<file path="config.mk">
export PLATFORM = sky130hd
export DESIGN_NAME = tdm_demux8_flat
export DESIGN_NICKNAME = d
export VERILOG_FILES = /design/src/rtl/tdm_demux8_if.sv /design/src/rtl/tdm_demux8.sv /design/src/flat_wrapper.sv
export SDC_FILE = /design/constraint.sdc
export NUM_CORES = 1
export LEC_CHECK = 0
export BUFFER_PORTS_ARGS = -buffer_cell sky130_fd_sc_hd__buf_2
export CORE_AREA = 8 8 57 59
export CTS_BUF_LIST = sky130_fd_sc_hd__clkbuf_2 sky130_fd_sc_hd__clkbuf_4 sky130_fd_sc_hd__clkbuf_8
export CTS_CLUSTER_SIZE = 24
export DETAILED_ROUTE_END_ITERATION = 8
export DIE_AREA = 0 0 65 67
export PLACE_DENSITY = 0.72
export SYNTH_ARGS = -nofsm -noshare
export SYNTH_HDL_FRONTEND = slang
export SYNTH_SLANG_ARGS = --single-unit
</file>
<file path="constraint.sdc">
create_clock -name clk -period 2.1 [get_ports clk]
set_clock_uncertainty 0.1 [all_clocks]
set_input_delay 0.105 -clock clk [delete_from_list [all_inputs] [get_ports clk]]
set_output_delay 0.105 -clock clk [all_outputs]
set_load 0.005 [all_outputs]
</file>
<file path="src/rtl/tdm_demux8_if.sv">
// tdm_demux8_if: TDM sample input and frame-coherent channel outputs of the demux
interface tdm_demux8_if #(parameter int WIDTH = 1);
    logic [WIDTH-1:0]      d;
    logic                  valid;
    logic                  sync;
    logic [7:0][WIDTH-1:0] y;
    logic [2:0]            s;
    logic                  frame_done;
    logic                  locked;
    logic                  err;
    modport master(output d, valid, sync, input y, s, frame_done, locked, err);
    modport slave(input d, valid, sync, output y, s, frame_done, locked, err);
endinterface

</file>
<file path="src/rtl/tdm_demux8.sv">
// tdm_demux8: receive-side 8-channel TDM demultiplexer with HUNT/LOCK framing
module tdm_demux8 #(parameter int WIDTH = 1) (
    input logic          clk,
    input logic          rst,
    tdm_demux8_if.slave  bus
);
    typedef enum logic {HUNT, LOCK} state_t;
    state_t                state;
    logic [6:0][WIDTH-1:0] shadow;
    assign bus.locked = state == LOCK;
    // Framing FSM: collects channels 0..6 in shadow and loads all outputs together on channel 7
    always_ff @(posedge clk) begin
        if (rst) begin
            state          <= HUNT;
            shadow         <= '0;
            bus.y          <= '0;
            bus.s          <= '0;
            bus.frame_done <= 1'b0;
            bus.err        <= 1'b0;
        end else begin
            bus.frame_done <= 1'b0;
            bus.err        <= 1'b0;
            if (bus.valid) begin
                case (state)
                    HUNT: if (bus.sync) begin
                        shadow[0] <= bus.d;
                        bus.s     <= 3'd1;
                        state     <= LOCK;
                    end
                    LOCK: if (bus.sync) begin
                        shadow[0] <= bus.d;
                        bus.s     <= 3'd1;
                        bus.err   <= bus.s != 3'd0;
                    end else if (bus.s == 3'd0) begin
                        bus.err <= 1'b1;
                        state   <= HUNT;
                    end else if (bus.s == 3'd7) begin
                        bus.y          <= {bus.d, shadow};
                        bus.frame_done <= 1'b1;
                        bus.s          <= 3'd0;
                    end else begin
                        shadow[bus.s] <= bus.d;
                        bus.s         <= bus.s + 3'd1;
                    end
                    default: state <= HUNT;
                endcase
            end
        end
    end
endmodule

</file>
<file path="src/flat_wrapper.sv">
// flat-port wrapper written by rule: the top's interface ports become plain ports
module tdm_demux8_flat 
#(parameter int WIDTH = 1)
  (clk, rst, bus_d, bus_valid, bus_sync, bus_y, bus_s, bus_frame_done, bus_locked, bus_err);
  tdm_demux8_if #(.WIDTH(WIDTH)) bus_i ();
  input logic clk;
  input logic rst;
  input wire logic [$bits(bus_i.d)-1:0] bus_d;
  input wire logic [$bits(bus_i.valid)-1:0] bus_valid;
  input wire logic [$bits(bus_i.sync)-1:0] bus_sync;
  output wire logic [$bits(bus_i.y)-1:0] bus_y;
  output wire logic [$bits(bus_i.s)-1:0] bus_s;
  output wire logic [$bits(bus_i.frame_done)-1:0] bus_frame_done;
  output wire logic [$bits(bus_i.locked)-1:0] bus_locked;
  output wire logic [$bits(bus_i.err)-1:0] bus_err;
  assign bus_i.d = bus_d;
  assign bus_i.valid = bus_valid;
  assign bus_i.sync = bus_sync;
  assign bus_y = bus_i.y;
  assign bus_s = bus_i.s;
  assign bus_frame_done = bus_i.frame_done;
  assign bus_locked = bus_i.locked;
  assign bus_err = bus_i.err;
  tdm_demux8 #(.WIDTH(WIDTH)) u_core (.clk(clk), .rst(rst), .bus(bus_i));
endmodule
</file>
Yosys cells after proc, flatten, opt, wreduce, memory -nomap -nowiden
Index checks and enable logic that the tools add are counted.
{ "classes": {"eq_ne": 4, "div": 0, "n_shift": 0, "magnitude_cmp": 2, "multipliers": 0, "bitwise_logic": 5, "n_mux": 20, "add_sub_neg": 1, "n_reduce_logical": 9} }
{ "op_table": {"columns": ["cell", "n"], "rows": [
  ["$mux W3", 4],
  ["$mux W1", 11],
  ["$reduce_and A5 Y1", 2],
  ["$bwmux W7", 1],
  ["$ne A3 B3 Y1 const B", 2],
  ["$pmux W3 S2", 1],
  ["$not A1 Y1", 5],
  ["$reduce_or A5 Y1", 1],
  ["$lt A3 B4 Y1 const B", 1],
  ["$pmux W1 S2", 2],
  ["$reduce_and A4 Y1", 1],
  ["$add A3 B1 Y3 const B", 1],
  ["$demux W1 S3", 1],
  ["$eq A3 B3 Y1 const B", 1],
  ["$ge A3 B1 Y1 const B", 1],
  ["$logic_not A3 Y1", 1],
  ["$reduce_and A3 Y1", 1],
  ["$reduce_bool A3 Y1", 1],
  ["$reduce_or A3 Y1", 1],
  ["$ne A2 B2 Y1 const B", 1],
  ["$logic_and A1 B1 Y1", 1]
]} }
{ "totals": {"output_inout_bits": 14, "mem_bits_rw": 0, "n_memories": 0, "inputBits": 5, "register_bits": 21, "mem_bits_ro": 0, "elab_cells": 60, "latch_bits": 0} }

Logic depth before layout (Yosys ltp)
Gate-level depths: netlist (run 1).
{ "depth": {"ltp_word": 9, "ltp_mapped": 9, "depth_no_buf": 8} }

Worst setup path before layout (run 1)
No wires, ideal clock.
{ "synth_timing": {"path_type": "register -> register", "from": "register u_core.bus.s[0]", "to": "register u_core.shadow[0] (netlist bit)", "path_slack_ps": 132, "t_required_ps": 1875, "path_buffers": 0, "setup_ps": 125, "period_less_slack_ps": 1968, "t_arrival_ps": 1743, "path_stages_with_launch": 8, "path_cell_list": "dfxtp_1 > inv_1 > ha_1 > and2b_2 > ha_1 > and2_0 > a2111o_1 > mux2i_1"} }
{ "synth_via": {"elab_chain_len": 9, "elab_cells_between_ends": 15, "cone_classes": "order compare: 2; eq/ne: 3; mux: 7; reduce/logical: 3"} }
{ "synth_rtl": {"columns": ["item", "line", "source"], "rows": [
  ["start, declared", "tdm_demux8_if.sv:12", "modport slave(input d, valid, sync, output y, s, frame_done, locked, err);"],
  ["start signal, assigned", "tdm_demux8.sv:43", "bus.s <= bus.s + 3'd1;"],
  ["$lt A3 B4 Y1 (implied by the code) or $ge A3 B1 Y1 (tied branches)", "tdm_demux8.sv:42", "shadow[bus.s] <= bus.d;"],
  ["$logic_and A1 B1 Y1 (implied by the code)", "tdm_demux8.sv:42", null],
  ["$mux W1 (implied by the code)", "tdm_demux8.sv:42", null],
  ["$demux W1 S3", null, null],
  ["$bwmux W7", "tdm_demux8.sv:42", null],
  ["$mux W1", "tdm_demux8.sv:37", "end else if (bus.s == 3'd7) begin"],
  ["$mux W1", "tdm_demux8.sv:34", "end else if (bus.s == 3'd0) begin"],
  ["$mux W1", "tdm_demux8.sv:30", "LOCK: if (bus.sync) begin"],
  ["$pmux W1 S2", "tdm_demux8.sv:24", "case (state)"],
  ["end signal, assigned by index", "tdm_demux8.sv:42", null],
  ["end, declared", "tdm_demux8.sv:9", "logic [6:0][WIDTH-1:0] shadow;"]
]} }
Parallel ways exist; a longest one is shown, timed or not. The select of a mux whose other input is x is not followed.
A chain may end at the register's enable or synchronous reset.

Final worst setup path (run 1)
Same ends and word-level chain as after synthesis.

==> metrics.txt, run 1 <==
CP Capture Type flip-flop; Slew Viols, Final 0; R2R Path End u_core.shadow[0]$_SDFFE_PP0P_; Die Outline Area 4360 um^2; r2r startpoint u_core.bus.s[0]$_SDFFE_PP0P_; CP Cell Sequence ha_1 -> ha_2 -> or4_1 -> a2111o_1 -> mux2i_1; DR vias/cell 5.24; largest net degree at the start of global routing 23; Data arrival, critical path 2.12 ns; share of cells above drive strength 1 23.8%; area grow syn2layout 15.0%; status complete, no violations; CTS tree done; H-tree levels 1; TritonRoute pass-1 iters 4; Post-Syn Nets 121; die width 65 um; Worst Reg-to-Reg Cells 5; vias in the first global route 784; total CTS buffers 3; setup bufs post-CTS 0; Final setup violation count 0; Critical Path Source Type flip-flop; Skew-Pair Late Insertion Delay 0.31 ns; Antenna Cells 0; Final WS setup 0.0773 ns; post-route ant nets 0; most frequent cells in the layout nand2_1, dfxtp_1, buf_2, a21oi_1; CTS Buffer Depth 2; Root Driver clkbuf_4; crit path time final 2.02 ns; total global routing overflow 0; drt first-iter violations 35; Worst Setup SP u_core.bus.s[0]$_SDFFE_PP0P_; CORE AREA 2360 um^2; worst slew pin tran 0.512 ns; Slowest-stage cell, CP a2111o_1; Max FO, Critical Path 6; initial antenna violation count 0; Worst Path Buf+Inv 0; Post-Syn Instances 111; Seq/Total Area, Yosys 42.1%; Placer Congestion 0.882; clk sinks 21; Max stage delay on crit path 0.44 ns; Residual DRC 0; maxcap violations 0; Reg clk slew, reported paths 0.12 ns; Final Hold Viols 0; dpl ws 0.0484 ns; Crit path max-delay family compound AO/OA/AOI/OAI gates; IO Pins 19; global-route wire length before repair 3460 um; dpl hpwl 1610 um; Leak Pwr 0.000495 uW; DR WL/cell 13.7 um; fin nets 141; Synth Cell Area 998 um^2; dpl cells 155; setup TNS 0 ns; layout filler cell count 255; Register Area 425 um^2; leading area contributor after synthesis dfxtp_1; ranking of synthesized cells by area dfxtp_1, nand2_1, mux2i_1, ha_1, a21oi_1; Worst Hold Class primary input to flip-flop; Req. time, crit path 2.19 ns; area of the multi-input gates 520 um^2; post-synthesis cell type count 30; Synth top area share 42.1%; via count 839; upper clock frequency limit 0.494 GHz; WL final 2190 um; warnings from Yosys 0; die height 67 um; P per Cell Area 580 nW/um^2; Worst VDD drop 0.323 mV; Mean Syn Cell Area 9.00 um^2; R2R Setup Slk 0.08 ns; Final Non-Filler Cells 160; critical path depth 5; final period utilization 96.3%; #FFs+latches synth 21; Rel. slew slack 65.4%; Total Routing Usage GR 10.3%; cell row count 18; critical path class flip-flop to flip-flop; RSZ-0062 raised after global routing no; CP Capture Point u_core.shadow[0]$_SDFFE_PP0P_; # port buffers 18; Initial Util 42.2%
-- logic make-up (layout without fill, tap and decap cells) --
family | count (synthesis) | in the layout | share of synthesized area (%)
compound gates | 19 | 19 | 12.3
flops | 21 | 21 | 42.1
mux | 7 | 7 | 7.02
fa+ha+maj | 5 | 5 | 6.27
buf+inv | 12 | 31 | 6.39
simple gates | 47 | 47 | 25.9
-- synth_stat cells --
cell type and instances:
a2111o_1 1, a211oi_1 1, a21oi_1 11, and2_0 1, and2b_2 2, and4_1 1
buf_4 1, buf_6 2, clkbuf_1 3, dfxtp_1 21, ha_1 5, inv_1 6
mux2i_1 7, nand2_1 19, nand2b_1 7, nand3_1 1, nand4_1 3, nand4b_1 1
nor2_1 2, nor2b_1 2, nor3_1 1, nor4_1 2, nor4b_1 1, nor4bb_1 1
o2111a_1 1, o2111ai_1 2, o21ai_0 1, o31ai_1 2, or2b_1 1, or4_1 2
-- state kept, by name, indices dropped and copies added (netlist names) --
register / cells
u_core.bus.s: 3
u_core.bus.locked: 1
u_core.bus.y: 8
u_core.shadow: 7
u_core.bus.frame_done: 1
u_core.bus.err: 1
-- worst min-delay path, delay by kind of cell --
family / cells / cell delay (ns)
buffers and inverters: 2 / 0.21
AND/OR/NAND/NOR: 2 / 0.10
-- timing repair --
action                                  4_1_cts  5_1_grt
hold buffers                                  1        0
endpoints found under the setup margin        0       10
endpoints found under the hold margin         1        0
gates resized for setup                       0        6
-- worst min-delay path by stage --
stage          cells after the start                          endpoint  slack (ns)     start
6_report                           4  u_core.bus.frame_done$_SDFF_PP0_        0.03  bus_sync
5_1_grt                            4  u_core.bus.frame_done$_SDFF_PP0_        0.03  bus_sync
4_1_cts                            4  u_core.bus.frame_done$_SDFF_PP0_        0.01  bus_sync
3_5_place_dp                       3      u_core.bus.y[7]$_SDFFE_PP0P_        0.27     bus_d
3_3_place_gp                       3      u_core.bus.y[7]$_SDFFE_PP0P_        0.26     bus_d
2_1_floorplan                      2      u_core.bus.y[7]$_SDFFE_PP0P_        0.14     bus_d
-- metal layers --
layer	GRT usage [%]	vias up	routed length (um)
met4	6.81	0	42
met1	10.1	399	908
met5	0	-	0
li1	-	427	-
met2	19.8	9	1200
met3	1.51	4	45
-- where the power goes --
group / switching, uW / total [uW] / leakage [uW] / internal [uW]
clock: 126 / 197 / 0.0000177 / 71.1
sequential: 6.89 / 410 / 0.000171 / 403
combinational: 34.8 / 60.1 / 0.000307 / 25.2
-- final cells by class --
cell class,count,area share [%]
repair buffers,21,10.0
flip-flops and latches,21,37.0
well taps,30,3.27
clock inverters,1,0.436
inverters,6,1.96
clock buffers,3,1.96
multi-input cells,78,45.3
-- per-stage QoR --
stage               util (%)  total power, uW  hold slack (ns)  area, um^2
CTS                     48.1              674           0.0131        1140
floorplan                  -              458            0.141         998
detailed placement      46.5              475            0.268        1100
global placement        46.5              473            0.263        1100
global route            48.6              692           0.0273        1150
finish                  48.6              666           0.0262        1150
Note: power is estimated with default switching activity, not from simulation.
==> inputs of run 2 (changes only) <==
Settings changed: CORE_AREA 8 8 57 59 to 8 8 54 56, DIE_AREA 0 0 65 67 to 0 0 62 64, PLACE_DENSITY 0.72 to 0.79.
==> metrics.txt, run 2 (synthesized netlist as in run 1, its figures left out) <==
Reg clk slew, reported paths 0.13 ns; layout filler cell count 183; Die Outline Area 3970 um^2; commonest non-fill, non-tap cell in the layout dfxtp_1; setup bufs post-CTS 0; top layer in use met4; sequential power share 60.3%; post-route ant nets 0; Comb power frac 9.4%; initial antenna violation count 0; clk sinks 21; Worst VDD drop 0.324 mV; Placer Congestion 0.886; Biggest register u_core.bus.y; R2R Setup Slk 0.11 ns; maxcap violations 0; Data arrival, critical path 2.12 ns; CORE AREA 2110 um^2; CP Capture Type flip-flop; largest net degree at the start of global routing 23; total CTS buffers 3; met2 WL 1150 um; critical path class flip-flop to flip-flop; Residual DRC 0; Slew Viols, Final 0; Rel. slew slack 58.3%; Final setup violation count 0; area grow syn2layout 16.7%; status complete, no violations; P per Cell Area 584 nW/um^2; DP Area 1110 um^2; Total Routing Usage GR 11.3%; Max FO, Critical Path 6; Clock power frac 30.3%; DR WL/cell 13.5 um; via count 879; die height 64 um; total global routing overflow 0; DR vias/cell 5.46; Leak Pwr 0.000512 uW; Final Hold Viols 0; Initial Util 47.4%; upper clock frequency limit 0.501 GHz; final period utilization 95.0%; Pint 503 uW; most frequent cells in the layout dfxtp_1, nand2_1, buf_2, a21oi_1; sw frac 26.0%; Req. time, crit path 2.22 ns; vias in the first global route 775; H-tree levels 1; Worst Hold Class primary input to flip-flop; Root Driver clkbuf_4; total length of routed met3 wires 68 um; design area 1160 um^2; Skew-Pair Late Insertion Delay 0.33 ns; IO Pins 19; max reg flops 8; worst slew pin tran 0.617 ns; Final Non-Filler Cells 161; Antenna Cells 0; Net Sw Power 177 uW; WL final 2180 um; share of cells above drive strength 1 23.3%; setup TNS 0 ns; crit path time final 1.99 ns; fin nets 144; cell row count 17; Critical Path Source Type flip-flop; CTS tree done; TritonRoute pass-1 iters 4; RSZ-0062 raised after global routing no; total power 680 uW; WL met1 896 um; biggest registers after layout u_core.bus.y x8, u_core.shadow x7, u_core.bus.s x3; drt first-iter violations 23; # port buffers 18; dpl cells 155; CTS Buffer Depth 2; die width 62 um; global-route wire length before repair 3430 um; dpl hpwl 1580 um
run 2: worst max-delay path, cell delays in order (launching register included):
cell      delay (ns)
dfxtp_2         0.37
ha_1            0.23
ha_1            0.23
or4_1           0.41
a2111o_1        0.43
mux2i_1         0.12
run 2: area by class of cell:
class / instances / area [um^2] / share of cell area (%)
clock buffer: 3 / 22.5 / 1.93
clock inverter: 1 / 5.00 / 0.430
tap: 28 / 35.0 / 3.01
timing repair buffer: 24 / 140 / 12.0
multi-input combinational: 78 / 518 / 44.5
sequential: 21 / 422 / 36.2
inverter: 6 / 22.5 / 1.93
run 2: final timing paths:
check,startpoint,end,cells past startpoint
worst min-delay path,bus_valid,u_core.bus.err$_SDFF_PP0_,3
worst max-delay path,u_core.bus.s[0]$_SDFFE_PP0P_,u_core.shadow[0]$_SDFFE_PP0P_,5
worst max register to register,u_core.bus.s[0]$_SDFFE_PP0P_,u_core.shadow[0]$_SDFFE_PP0P_,5
worst min register to register,u_core.bus.y[4]$_SDFFE_PP0P_,u_core.bus.y[4]$_SDFFE_PP0P_,2
run 2: metal layers:
layer	global-route usage, %	vias up
met5	0	-
met4	8.55	0
met3	1.40	5
met2	18.6	18
met1	12.6	421
li1	-	435
run 2: power by group through the flow:
stage               sequential (uW)  clock, uW  combinational [uW]
global placement                418          0                57.5
detailed placement              418          0                59.5
finish                          410        206                63.8
floorplan                       416          0                42.1
global route                    411        228                69.5
CTS                             409        214                62.8
run 2: what timing repair did:
| item | CTS | global route |
|---|---|---|
| resized for setup | 0 | 3 |
| hold buffers | 2 | 0 |
| endpoints found under the hold margin | 2 | 0 |
| endpoints found under the setup margin | 0 | 8 |
run 2: stage by stage:
stage	util (%)	worst slack, ns	hold WS (ns)
3_5_place_dp	52.8	0.109	0.279
6_report	55.3	0.105	0.00672
2_1_floorplan	-	0.132	0.141
4_1_cts	55.1	0.0788	0.00167
3_3_place_gp	52.8	0.144	0.262
5_1_grt	55.3	0.0408	0.0123
==> inputs of run 3 (changes only) <==
Settings changed: CORE_AREA 8 8 54 56 to 8 8 59 61, DIE_AREA 0 0 62 64 to 0 0 67 69, PLACE_DENSITY 0.79 to 0.68.
==> metrics.txt, run 3 (synthesized netlist as in run 1, its figures left out) <==
Placer Congestion 0.902; Worst Path Buf+Inv 1; drt first-iter violations 23; share of cells above drive strength 1 20.9%; # port buffers 18; CTS tree done; Rel. slew slack 70.3%; via count 851; P per Cell Area 585 nW/um^2; Max FO, Critical Path 4; Slew Viols, Final 0; Max stage delay on crit path 0.38 ns; total CTS buffers 3; setup bufs post-CTS 0; crit-path most repeated cell ha_1; fin nets 140; Reg clk slew, reported paths 0.11 ns; Skew-Pair Late Insertion Delay 0.30 ns; final period utilization 95.4%; Root Driver clkbuf_4; R2R Setup Slk 0.1 ns; Final setup violation count 0; die width 67 um; critical path class flip-flop to flip-flop; CTS Buffer Depth 2; Req. time, crit path 2.19 ns; Leak Pwr 0.000494 uW; worst slew pin tran 0.439 ns; Total Routing Usage GR 9.72%; RSZ-0062 raised after global routing no; H-tree levels 1; biggest registers after layout u_core.bus.y x8, u_core.shadow x7, u_core.bus.s x3; Biggest register u_core.bus.y; vias in the first global route 828; Crit path max-delay family adder cells; Final Hold Viols 0; clk sinks 21; post-route ant nets 0; most frequent cells in the layout dfxtp_1, nand2_1, buf_2, a21oi_1; Antenna Cells 0; area grow syn2layout 13.7%; Data arrival, critical path 2.10 ns; Worst VDD drop 0.342 mV; maxcap violations 0; Slowest-stage cell, CP dfxtp_1; max reg flops 8; Worst Hold Class primary input to flip-flop; status complete, no violations; DR WL/cell 13.0 um; Residual DRC 0; setup TNS 0 ns; Critical Path Source Type flip-flop; IO Pins 19; TritonRoute pass-1 iters 4; largest net degree at the start of global routing 23; global-route wire length before repair 3640 um; Initial Util 38.2%; final core utilization 43.4%; Die Outline Area 4620 um^2; initial antenna violation count 0; cell row count 19; CORE AREA 2620 um^2; dpl hpwl 1530 um; total global routing overflow 0; commonest non-fill, non-tap cell in the layout dfxtp_1; die height 69 um; CP Capture Type flip-flop; CP Cell Sequence inv_1 -> ha_1 -> and2b_2 -> ha_1 -> and2_0 -> a2111o_1 -> mux2i_1; upper clock frequency limit 0.499 GHz; DR vias/cell 5.32; WL final 2080 um; crit path time final 2.00 ns
## run 3: worst register-to-register path: stages, from the launching register on
cell	delay [ns]
dfxtp_1	0.38
inv_1	0.10
ha_1	0.25
and2b_2	0.22
ha_1	0.21
and2_0	0.21
a2111o_1	0.31
mux2i_1	0.12
## run 3: worst paths after layout
path                                 from  depth (start not counted)                             to
max          u_core.bus.s[0]$_SDFFE_PP0P_                          7  u_core.shadow[0]$_SDFFE_PP0P_
min                             bus_valid                          3      u_core.bus.err$_SDFF_PP0_
max reg2reg  u_core.bus.s[0]$_SDFFE_PP0P_                          7  u_core.shadow[0]$_SDFFE_PP0P_
min reg2reg  u_core.bus.y[5]$_SDFFE_PP0P_                          2   u_core.bus.y[5]$_SDFFE_PP0P_
## run 3: final cells by class
cell class / instances / area [um^2]
Clock buffer: 3 / 22.5
Clock inverter: 1 / 5.00
Fill cell: 279 / 1480
Inverter: 6 / 22.5
Multi-Input combinational cell: 78 / 517
Sequential cell: 21 / 422
Tap cell: 31 / 38.8
Timing Repair Buffer: 20 / 108
## run 3: repair_timing
action                     in CTS  in global routing
hold endpoints to repair        1                  0
setup endpoints to repair       0                  9
hold buffers                    1                  0
resized for setup               0                  2
## run 3: metal layers
layer | routed length (um) | share of wire (%) | global-route usage [%]
met5 | 0 | 0 | 0
met4 | 90 | 4.3 | 7.67
met3 | 48 | 2.3 | 1.94
met2 | 1070 | 52 | 16.3
met1 | 865 | 42 | 10.0
## run 3: through the flow
step	hold WS (ns)	area, um^2	power (uW)	cells	worst slack (ns)
after floorplan	0.141	998	458	111	0.132
after global routing	0.0390	1130	701	160	0.00370
after CTS	0.0209	1130	674	160	0.0987
after global placement	0.265	1090	475	155	0.157
after detailed placement	0.282	1090	476	155	0.122
final	0.0414	1130	664	160	0.0965
## run 3: power breakdown
group	leakage, uW	switching (uW)	internal (uW)
combinational	0.000306	35.8	25.1
clock	0.0000177	124	71.1
sequential	0.000170	5.58	403
total	0.000494	165	499
